$ cat config.mk
export PLATFORM = sky130hd
export DESIGN_NAME = axi_read_arbiter_flat
export DESIGN_NICKNAME = d
export VERILOG_FILES = /design/src/rtl/axi_read_arbiter_if.sv /design/src/rtl/axi_read_arbiter.sv /design/src/flat_wrapper.sv
export SDC_FILE = /design/constraint.sdc
export NUM_CORES = 1
export LEC_CHECK = 0
export ABC_CLOCK_PERIOD_IN_PS = 4100
export CORE_AREA = 5 5 168 170
export DETAILED_ROUTE_END_ITERATION = 16
export DIE_AREA = 0 0 173 175
export PLACE_DENSITY = 0.5
export SLEW_MARGIN = 40
export SYNTH_ARGS = -nofsm -noshare
export SYNTH_HDL_FRONTEND = slang
export SYNTH_SLANG_ARGS = --single-unit
$ cat constraint.sdc
create_clock -name clk -period 4.1 [get_ports clk]
set_input_delay 1.025 -clock clk [delete_from_list [all_inputs] [get_ports clk]]
set_output_delay 1.025 -clock clk [all_outputs]
set_load 0.02 [all_outputs]
$ cat src/rtl/axi_read_arbiter_if.sv
// One AXI read channel (AR + R) bundle, shared by requester and memory sides.
interface axi_read_arbiter_if #(
    parameter int ADDR_WIDTH = 64,
    parameter int DATA_WIDTH = 64
);
    logic                  arvalid;
    logic [ADDR_WIDTH-1:0] araddr;
    logic [7:0]            arlen;
    logic [2:0]            arsize;
    logic [1:0]            arburst;
    logic                  arready;
    logic                  rvalid;
    logic [DATA_WIDTH-1:0] rdata;
    logic                  rlast;
    logic                  rready;

    // The side that issues read requests.
    modport master (
        output arvalid, araddr, arlen, arsize, arburst, rready,
        input  arready, rvalid, rdata, rlast
    );

    // The side that answers read requests.
    modport slave (
        input  arvalid, araddr, arlen, arsize, arburst, rready,
        output arready, rvalid, rdata, rlast
    );
endinterface

$ cat src/rtl/axi_read_arbiter.sv
// Two-requester AXI read arbiter: icache (rq0) and dcache (rq1) share one
// AR/R channel, one burst at a time, round-robin on ties, with burst-length
// checking against rlast.
module axi_read_arbiter #(
    parameter int ADDR_WIDTH = 64,
    parameter int DATA_WIDTH = 64
) (
    input  logic                clk,
    input  logic                reset,
    axi_read_arbiter_if.slave   rq0,
    axi_read_arbiter_if.slave   rq1,
    axi_read_arbiter_if.master  m_axi,
    output logic [1:0]          grant,
    output logic                busy,
    output logic                beat_error
);
    localparam logic [1:0] IDLE = 2'd0;
    localparam logic [1:0] ADDR = 2'd1;
    localparam logic [1:0] DATA = 2'd2;

    logic [1:0] state_q, state_d;
    logic       owner_q, owner_d;
    logic       last_grant_q, last_grant_d;
    logic [7:0] beat_cnt_q, beat_cnt_d;
    logic       beat_error_q, beat_error_d;

    logic                  sel_arvalid;
    logic [ADDR_WIDTH-1:0] sel_araddr;
    logic [7:0]            sel_arlen;
    logic [2:0]            sel_arsize;
    logic [1:0]            sel_arburst;
    logic                  sel_rready;

    // Pick the current owner's request and R-ready signals.
    always_comb begin
        sel_arvalid = owner_q ? rq1.arvalid : rq0.arvalid;
        sel_araddr  = owner_q ? rq1.araddr  : rq0.araddr;
        sel_arlen   = owner_q ? rq1.arlen   : rq0.arlen;
        sel_arsize  = owner_q ? rq1.arsize  : rq0.arsize;
        sel_arburst = owner_q ? rq1.arburst : rq0.arburst;
        sel_rready  = owner_q ? rq1.rready  : rq0.rready;
    end

    // Route AR toward memory in ADDR and R back to the owner in DATA; everything else idles at zero.
    always_comb begin
        m_axi.arvalid = 1'b0;
        m_axi.araddr  = {ADDR_WIDTH{1'b0}};
        m_axi.arlen   = 8'd0;
        m_axi.arsize  = 3'd0;
        m_axi.arburst = 2'd0;
        m_axi.rready  = 1'b0;
        rq0.arready   = 1'b0;
        rq1.arready   = 1'b0;
        rq0.rvalid    = 1'b0;
        rq1.rvalid    = 1'b0;
        rq0.rdata     = {DATA_WIDTH{1'b0}};
        rq1.rdata     = {DATA_WIDTH{1'b0}};
        rq0.rlast     = 1'b0;
        rq1.rlast     = 1'b0;
        case (state_q)
            ADDR: begin
                m_axi.arvalid = sel_arvalid;
                m_axi.araddr  = sel_araddr;
                m_axi.arlen   = sel_arlen;
                m_axi.arsize  = sel_arsize;
                m_axi.arburst = sel_arburst;
                if (owner_q) rq1.arready = m_axi.arready;
                else         rq0.arready = m_axi.arready;
            end
            DATA: begin
                m_axi.rready = sel_rready;
                if (owner_q) begin
                    rq1.rvalid = m_axi.rvalid;
                    rq1.rdata  = m_axi.rdata;
                    rq1.rlast  = m_axi.rlast;
                end else begin
                    rq0.rvalid = m_axi.rvalid;
                    rq0.rdata  = m_axi.rdata;
                    rq0.rlast  = m_axi.rlast;
                end
            end
            default: ;
        endcase
    end

    // Arbitration, burst ownership and beat counting; a short or long burst only sets the sticky flag.
    always_comb begin
        state_d      = state_q;
        owner_d      = owner_q;
        last_grant_d = last_grant_q;
        beat_cnt_d   = beat_cnt_q;
        beat_error_d = beat_error_q;
        case (state_q)
            IDLE: begin
                if (rq0.arvalid && rq1.arvalid) begin
                    owner_d = ~last_grant_q;
                    state_d = ADDR;
                end else if (rq0.arvalid) begin
                    owner_d = 1'b0;
                    state_d = ADDR;
                end else if (rq1.arvalid) begin
                    owner_d = 1'b1;
                    state_d = ADDR;
                end
            end
            ADDR: begin
                if (sel_arvalid && m_axi.arready) begin
                    beat_cnt_d = sel_arlen;
                    state_d    = DATA;
                end
            end
            DATA: begin
                if (m_axi.rvalid && sel_rready) begin
                    if (m_axi.rlast) begin
                        if (beat_cnt_q != 8'd0) beat_error_d = 1'b1;
                        last_grant_d = owner_q;
                        state_d      = IDLE;
                    end else if (beat_cnt_q == 8'd0) begin
                        beat_error_d = 1'b1;
                    end else begin
                        beat_cnt_d = beat_cnt_q - 8'd1;
                    end
                end
            end
            default: state_d = IDLE;
        endcase
    end

    // State registers; reset makes requester 0 the winner of the first tie.
    always_ff @(posedge clk or posedge reset) begin
        if (reset) begin
            state_q      <= IDLE;
            owner_q      <= 1'b0;
            last_grant_q <= 1'b1;
            beat_cnt_q   <= 8'd0;
            beat_error_q <= 1'b0;
        end else begin
            state_q      <= state_d;
            owner_q      <= owner_d;
            last_grant_q <= last_grant_d;
            beat_cnt_q   <= beat_cnt_d;
            beat_error_q <= beat_error_d;
        end
    end

    assign busy       = (state_q != IDLE);
    assign grant      = busy ? (owner_q ? 2'b10 : 2'b01) : 2'b00;
    assign beat_error = beat_error_q;
endmodule

$ cat src/flat_wrapper.sv
// flat-port wrapper written by rule: the top's interface ports become plain ports
module axi_read_arbiter_flat 
#(
    parameter int ADDR_WIDTH = 64,
    parameter int DATA_WIDTH = 64
)
  (clk, reset, grant, busy, beat_error, rq0_arvalid, rq0_araddr, rq0_arlen, rq0_arsize, rq0_arburst, rq0_rready, rq0_arready, rq0_rvalid, rq0_rdata, rq0_rlast, rq1_arvalid, rq1_araddr, rq1_arlen, rq1_arsize, rq1_arburst, rq1_rready, rq1_arready, rq1_rvalid, rq1_rdata, rq1_rlast, m_axi_arvalid, m_axi_araddr, m_axi_arlen, m_axi_arsize, m_axi_arburst, m_axi_rready, m_axi_arready, m_axi_rvalid, m_axi_rdata, m_axi_rlast);
  axi_read_arbiter_if #(.ADDR_WIDTH(ADDR_WIDTH), .DATA_WIDTH(DATA_WIDTH)) rq0_i ();
  axi_read_arbiter_if #(.ADDR_WIDTH(ADDR_WIDTH), .DATA_WIDTH(DATA_WIDTH)) rq1_i ();
  axi_read_arbiter_if #(.ADDR_WIDTH(ADDR_WIDTH), .DATA_WIDTH(DATA_WIDTH)) m_axi_i ();
  input  logic clk;
  input  logic reset;
  output logic [1:0] grant;
  output logic busy;
  output logic beat_error;
  input wire logic [$bits(rq0_i.arvalid)-1:0] rq0_arvalid;
  input wire logic [$bits(rq0_i.araddr)-1:0] rq0_araddr;
  input wire logic [$bits(rq0_i.arlen)-1:0] rq0_arlen;
  input wire logic [$bits(rq0_i.arsize)-1:0] rq0_arsize;
  input wire logic [$bits(rq0_i.arburst)-1:0] rq0_arburst;
  input wire logic [$bits(rq0_i.rready)-1:0] rq0_rready;
  output wire logic [$bits(rq0_i.arready)-1:0] rq0_arready;
  output wire logic [$bits(rq0_i.rvalid)-1:0] rq0_rvalid;
  output wire logic [$bits(rq0_i.rdata)-1:0] rq0_rdata;
  output wire logic [$bits(rq0_i.rlast)-1:0] rq0_rlast;
  input wire logic [$bits(rq1_i.arvalid)-1:0] rq1_arvalid;
  input wire logic [$bits(rq1_i.araddr)-1:0] rq1_araddr;
  input wire logic [$bits(rq1_i.arlen)-1:0] rq1_arlen;
  input wire logic [$bits(rq1_i.arsize)-1:0] rq1_arsize;
  input wire logic [$bits(rq1_i.arburst)-1:0] rq1_arburst;
  input wire logic [$bits(rq1_i.rready)-1:0] rq1_rready;
  output wire logic [$bits(rq1_i.arready)-1:0] rq1_arready;
  output wire logic [$bits(rq1_i.rvalid)-1:0] rq1_rvalid;
  output wire logic [$bits(rq1_i.rdata)-1:0] rq1_rdata;
  output wire logic [$bits(rq1_i.rlast)-1:0] rq1_rlast;
  output wire logic [$bits(m_axi_i.arvalid)-1:0] m_axi_arvalid;
  output wire logic [$bits(m_axi_i.araddr)-1:0] m_axi_araddr;
  output wire logic [$bits(m_axi_i.arlen)-1:0] m_axi_arlen;
  output wire logic [$bits(m_axi_i.arsize)-1:0] m_axi_arsize;
  output wire logic [$bits(m_axi_i.arburst)-1:0] m_axi_arburst;
  output wire logic [$bits(m_axi_i.rready)-1:0] m_axi_rready;
  input wire logic [$bits(m_axi_i.arready)-1:0] m_axi_arready;
  input wire logic [$bits(m_axi_i.rvalid)-1:0] m_axi_rvalid;
  input wire logic [$bits(m_axi_i.rdata)-1:0] m_axi_rdata;
  input wire logic [$bits(m_axi_i.rlast)-1:0] m_axi_rlast;
  assign rq0_i.arvalid = rq0_arvalid;
  assign rq0_i.araddr = rq0_araddr;
  assign rq0_i.arlen = rq0_arlen;
  assign rq0_i.arsize = rq0_arsize;
  assign rq0_i.arburst = rq0_arburst;
  assign rq0_i.rready = rq0_rready;
  assign rq0_arready = rq0_i.arready;
  assign rq0_rvalid = rq0_i.rvalid;
  assign rq0_rdata = rq0_i.rdata;
  assign rq0_rlast = rq0_i.rlast;
  assign rq1_i.arvalid = rq1_arvalid;
  assign rq1_i.araddr = rq1_araddr;
  assign rq1_i.arlen = rq1_arlen;
  assign rq1_i.arsize = rq1_arsize;
  assign rq1_i.arburst = rq1_arburst;
  assign rq1_i.rready = rq1_rready;
  assign rq1_arready = rq1_i.arready;
  assign rq1_rvalid = rq1_i.rvalid;
  assign rq1_rdata = rq1_i.rdata;
  assign rq1_rlast = rq1_i.rlast;
  assign m_axi_arvalid = m_axi_i.arvalid;
  assign m_axi_araddr = m_axi_i.araddr;
  assign m_axi_arlen = m_axi_i.arlen;
  assign m_axi_arsize = m_axi_i.arsize;
  assign m_axi_arburst = m_axi_i.arburst;
  assign m_axi_rready = m_axi_i.rready;
  assign m_axi_i.arready = m_axi_arready;
  assign m_axi_i.rvalid = m_axi_rvalid;
  assign m_axi_i.rdata = m_axi_rdata;
  assign m_axi_i.rlast = m_axi_rlast;
  axi_read_arbiter #(.ADDR_WIDTH(ADDR_WIDTH), .DATA_WIDTH(DATA_WIDTH)) u_core (.clk(clk), .reset(reset), .rq0(rq0_i), .rq1(rq1_i), .m_axi(m_axi_i), .grant(grant), .busy(busy), .beat_error(beat_error));
endmodule
# Yosys cells after proc, flatten, opt, wreduce, memory -nomap -nowiden
# Index checks and enable logic that the tools add are counted.
# op_classes
n_addsub	1
eq_ne	9
mux	48
bitwise	1
n_reduce_logical	15
# op_table
cell	count
64-bit two-way mux	6
8-bit two-way mux	6
1-bit two-way mux	22
2-bit two-way mux	10
8-bit one-hot mux with 2 select lines	1
8-bit logical NOT	1
4-bit AND reduction	2
8-bit nonzero test	1
8-bit by 1-bit subtractor with 8-bit output, second input constant	1
3-bit two-way mux	2
2-bit by 1-bit inequality test with 1-bit output, second input constant	3
2-bit inequality test, second input constant	3
2-bit one-hot mux with 3 select lines	1
2-bit nonzero test	3
5-bit AND reduction	1
4-bit by 3-bit inequality test with 1-bit output, second input constant	1
1-bit logical AND	3
3-bit AND reduction	1
3-bit nonzero test	1
2-bit by 1-bit == test with 1-bit output, second input constant	1
2-bit == test, second input constant	1
2-bit logical NOT	1
2-bit AND reduction	1
1-bit inverter	1
# totals
regBits	13
in_bits	227
out_inout_bits	217
elab_cells	79

# Depth between registers and ports, before layout
# logic_depth
depth_word	5
ltp_mapped	7
ltp_nobuf	6

# Worst setup path before layout
# OpenSTA, ideal clock, no wires.
# synth_timing
path_type	input to output
start	in rq0_rready
end	out m_axi_rready
t_arrival_ns	1.547
t_required_ns	3.075
setup_slack_ns	1.528
cell_stages	2
path_cell_list	mux2_4 -> and2_1
# synth_via
elab_chain_cells	2
# synth_lines
element	line_no	rtl
start, declared	flat_wrapper.sv:21	input wire logic [$bits(rq0_i.rready)-1:0] rq0_rready;
1-bit two-way mux	axi_read_arbiter.sv:41	sel_rready = owner_q ? rq1.rready : rq0.rready;
1-bit two-way mux	axi_read_arbiter.sv:60	case (state_q)
end, declared	flat_wrapper.sv:41	output wire logic [$bits(m_axi_i.rready)-1:0] m_axi_rready;
# Every way passes these cells.

# Worst setup path after layout
# layout_timing
start	in rq1_arvalid
end	out m_axi_arvalid
# layout_via
elab_chain_cells	2
# layout_lines
element	line_no	rtl
start, declared	flat_wrapper.sv:26	input wire logic [$bits(rq1_i.arvalid)-1:0] rq1_arvalid;
1-bit two-way mux	axi_read_arbiter.sv:36	sel_arvalid = owner_q ? rq1.arvalid : rq0.arvalid;
1-bit two-way mux	axi_read_arbiter.sv:60	
end, declared	flat_wrapper.sv:36	output wire logic [$bits(m_axi_i.arvalid)-1:0] m_axi_arvalid;
# Every way passes these cells.

==> summary.txt <==
Place
  • Post-DP HPWL: 17300 um
  • Port Buffers: 443
  • Pre-CTS setup slack: 0.560 ns
  • GP Congestion: 0.783
  • Placed cell area: 7810 um2

Yosys
  • Synthesized area per cell: 7.01 um2
  • FF+latch count, synth: 13
  • Yosys top cell by area: mux2i_1
  • Seq/Total Area, Yosys: 11.0%
  • Post-synth top area share: 25.9%
  • Synth area leaders: mux2i_1 26%, and2_1 15%, and3_1 14%
  • Syn_nets: 654
  • Synth async-reset ratio: 100%
  • Top_reg_cell synth: dfrtp_1
  • YS warnings: 0
  • Post-Synthesis Cells: 425
  • Post-synthesis cell area: 2980 um2
  • Cell variety after synth: 42
  • Number of synthesized flops with an enable pin: 0

Die
  • Placement Rows: 60
  • Core Region: 26600 um2
  • Die area: 30300 um2
  • Die width: 173 um
  • Initial Utilization: 11.2%
  • Die Ht: 175 um
  • I/O pin count: 444

Timing
  • RSZ-0062 raised after global routing: no
  • Post-layout min period: 3.52 ns
  • Final hold violations: 0
  • Fin worst setup slack: 0.580 ns
  • Final number of setup-violating endpoints: 0
  • Max_slew headroom: 55.5%
  • Setup skew after layout: 0.00124 ns
  • Max-slew violation count: 0
  • F_max: 284 MHz
  • Final Cycle Share: 85.8%
  • Sum of negative setup slack: 0 ns
  • Least-Margin Pin Slew: 0.663 ns

Detailed routing
  • Via count: 4608
  • TritonRoute pass-1 iters: 4
  • Wire per inst: 17.6 um
  • Metal2 WL: 10700 um
  • Final WL: 20800 um
  • DR DRC count: 0
  • Post-route ant nets: 0
  • Post-Route M1 WL: 8310 um
  • Vias/cell: 3.90
  • Highest metal used: met5
  • 1st-iter DRT viols: 160
  • WL met3: 1600 um

Critical path
  • CP Capture Type: output pin
  • Required @ worst endpoint: 3.07 ns
  • Crit-path cells: clkdlybuf4s50_1, mux2_2, and2_1, clkdlybuf4s50_1
  • CP startpoint kind: input port
  • Worst path slowest cell: clkdlybuf4s50_1
  • CP top delay family: buffers and inverters
  • WS Path Type: input port to output pin
  • Worst-path maximum fanout: 4
  • WP buf/inv: 2
  • Data arrival time of the critical path: 2.49 ns
  • Delay of the slowest critical-path stage: 0.62 ns
  • Top cell by count, worst path: clkdlybuf4s50_1

CTS
  • Cts repair resizes: 0
  • Later-pin clock latency in the skew report: 0.25 ns
  • Clock Tree Root: clkbuf_16
  • CTS Buffer Depth: 2
  • CTS tree: yes
  • Worst-path clk slew: 0.05 ns
  • # H-tree levels: 1
  • Clock Sinks: 13
  • TritonCTS Buffers: 3
  • CTS hold repair buffers: 0
  • Post CTS Setup Buffer Count: 0

Layout
  • ANT cells: 0
  • Layout cells sized above 1: 3.57%
  • Fin nets: 1071
  • Synthesis-to-finish area growth: 165%
  • Final Cell Area: 7890 um2

Job
  • Max Cap Violations: 0

GRT
  • Antenna violations before repair: 1
  • Vias in the first global route: 4829
  • Grt ovf: 0
  • Largest net degree at the start of global routing: 77
  • Gr usage total: 12.5%
  • First-pass GRT wire length: 30300 um

Power and ir drop
  • Final Total Pwr: 0.00376 W
  • PD cells: 477 nW/um2
  • Pleak: 3.42 nW
  • Max VDD drop: 0.000241 V

Run status
  • Status: finished clean

Worst hold path
  • Hold WC Path Type: flop to flop
final timing paths:
check	startpoint	end	slack, ns	depth (start not counted)
max reg2reg	u_core.state_q[0]	u_core.beat_cnt_q[0]	1.79	4
min	u_core.beat_error	u_core.beat_error	0.50	1
min in group asynchronous	reset	u_core.beat_cnt_q[0]	1.14	2
min reg2reg	u_core.beat_error	u_core.beat_error	0.50	1
max in group asynchronous	reset	u_core.owner_q	2.51	2
max	rq1_arvalid	m_axi_arvalid	0.58	4
Yosys cell counts, types with 2 or more instances:
master and count:
buf_2 16, mux2_1 2, a2bb2oi_1 5, dfrtp_1 12, o21ai_0 3, mux2_4 2, inv_1 5, a21oi_1 9
nor2_1 88, nand3_1 4, ha_1 2, clkbuf_1 22, a211oi_1 3, a31oi_1 5, nand2_1 4, nor2b_1 2
nor3_1 3, mux2i_1 77, and3_1 67, buf_1 3, and2_1 70
where the power goes:
part | switching (W) | internal, W
Combinational | 0.00167 | 0.00155
Sequential | 0.000149 | 0.000195
Clock | 0.0000646 | 0.000130
Total | 0.00189 | 0.00187
stage by stage:
step           util (%)  hold slack [ns]  cells
4_1_cts            29.7            0.521   1182
3_3_place_gp       29.4            0.500   1178
6_report           29.7            0.504   1182
5_1_grt            29.7            0.558   1182
3_5_place_dp       29.4            0.496   1178
2_1_floorplan         -            0.506    425
cells by family (layout without fill, tap and decap cells):
family,count (synthesis),in the layout,synth area share [%]
simple gates,245,245,44.4
mux,82,82,28.0
buf+inv,48,464,6.97
compound gates,34,34,8.49
flops,13,13,11.0
fa+ha+maj,2,2,0.840
xor+xnor,1,1,0.294
worst reg2reg max path, cell delays in order (launching register included):
cell and delay, ns:
dfrtp_1 0.55, nor2b_1 0.58, nand3_2 0.35, a21oi_4 0.39, mux2_4 0.33
cells in the final DEF, fill, tap and decap left out, types with 2 or more instances in the layout:
cell type | netlist | routed
nor3_1 | 3 | 3
nand2_1 | 4 | 3
and2_1 | 70 | 70
mux2_1 | 2 | 2
ha_1 | 2 | 2
mux2i_1 | 77 | 77
a2bb2oi_1 | 5 | 5
buf_4 | 0 | 6
clkbuf_16 | 0 | 3
inv_1 | 5 | 5
buf_12 | 0 | 5
nand3_1 | 4 | 4
a211oi_1 | 3 | 3
and3_1 | 67 | 67
mux2_4 | 2 | 2
clkdlybuf4s50_1 | 0 | 443
o21ai_0 | 3 | 3
nor2b_1 | 2 | 2
nor2_1 | 88 | 87
dfrtp_1 | 12 | 11
a21oi_1 | 9 | 9
a31oi_1 | 5 | 5
final cells by class:
type | instances | area [um2]
multi-input cells | 364 | 2450
clock buffers | 3 | 75.1
fillers | 2847 | 18700
inverters | 6 | 22.5
clock inverters | 1 | 5.00
flip-flops and latches | 13 | 330
well taps | 341 | 427
repair buffers | 454 | 4580
state kept, by name (all words and copies together), names as in the netlist:
signal	count
u_core.owner_q	1
u_core.beat_error	1
u_core.state_q	2
u_core.beat_cnt_q	8
u_core.last_grant_q	1
metal layers:
layer	vias to the layer above	track usage [%]
li1	2289	-
met1	2079	14.5
met2	228	23.8
met3	10	3.50
met4	2	1.40
met5	-	0
(Power assumes the default switching activity.)
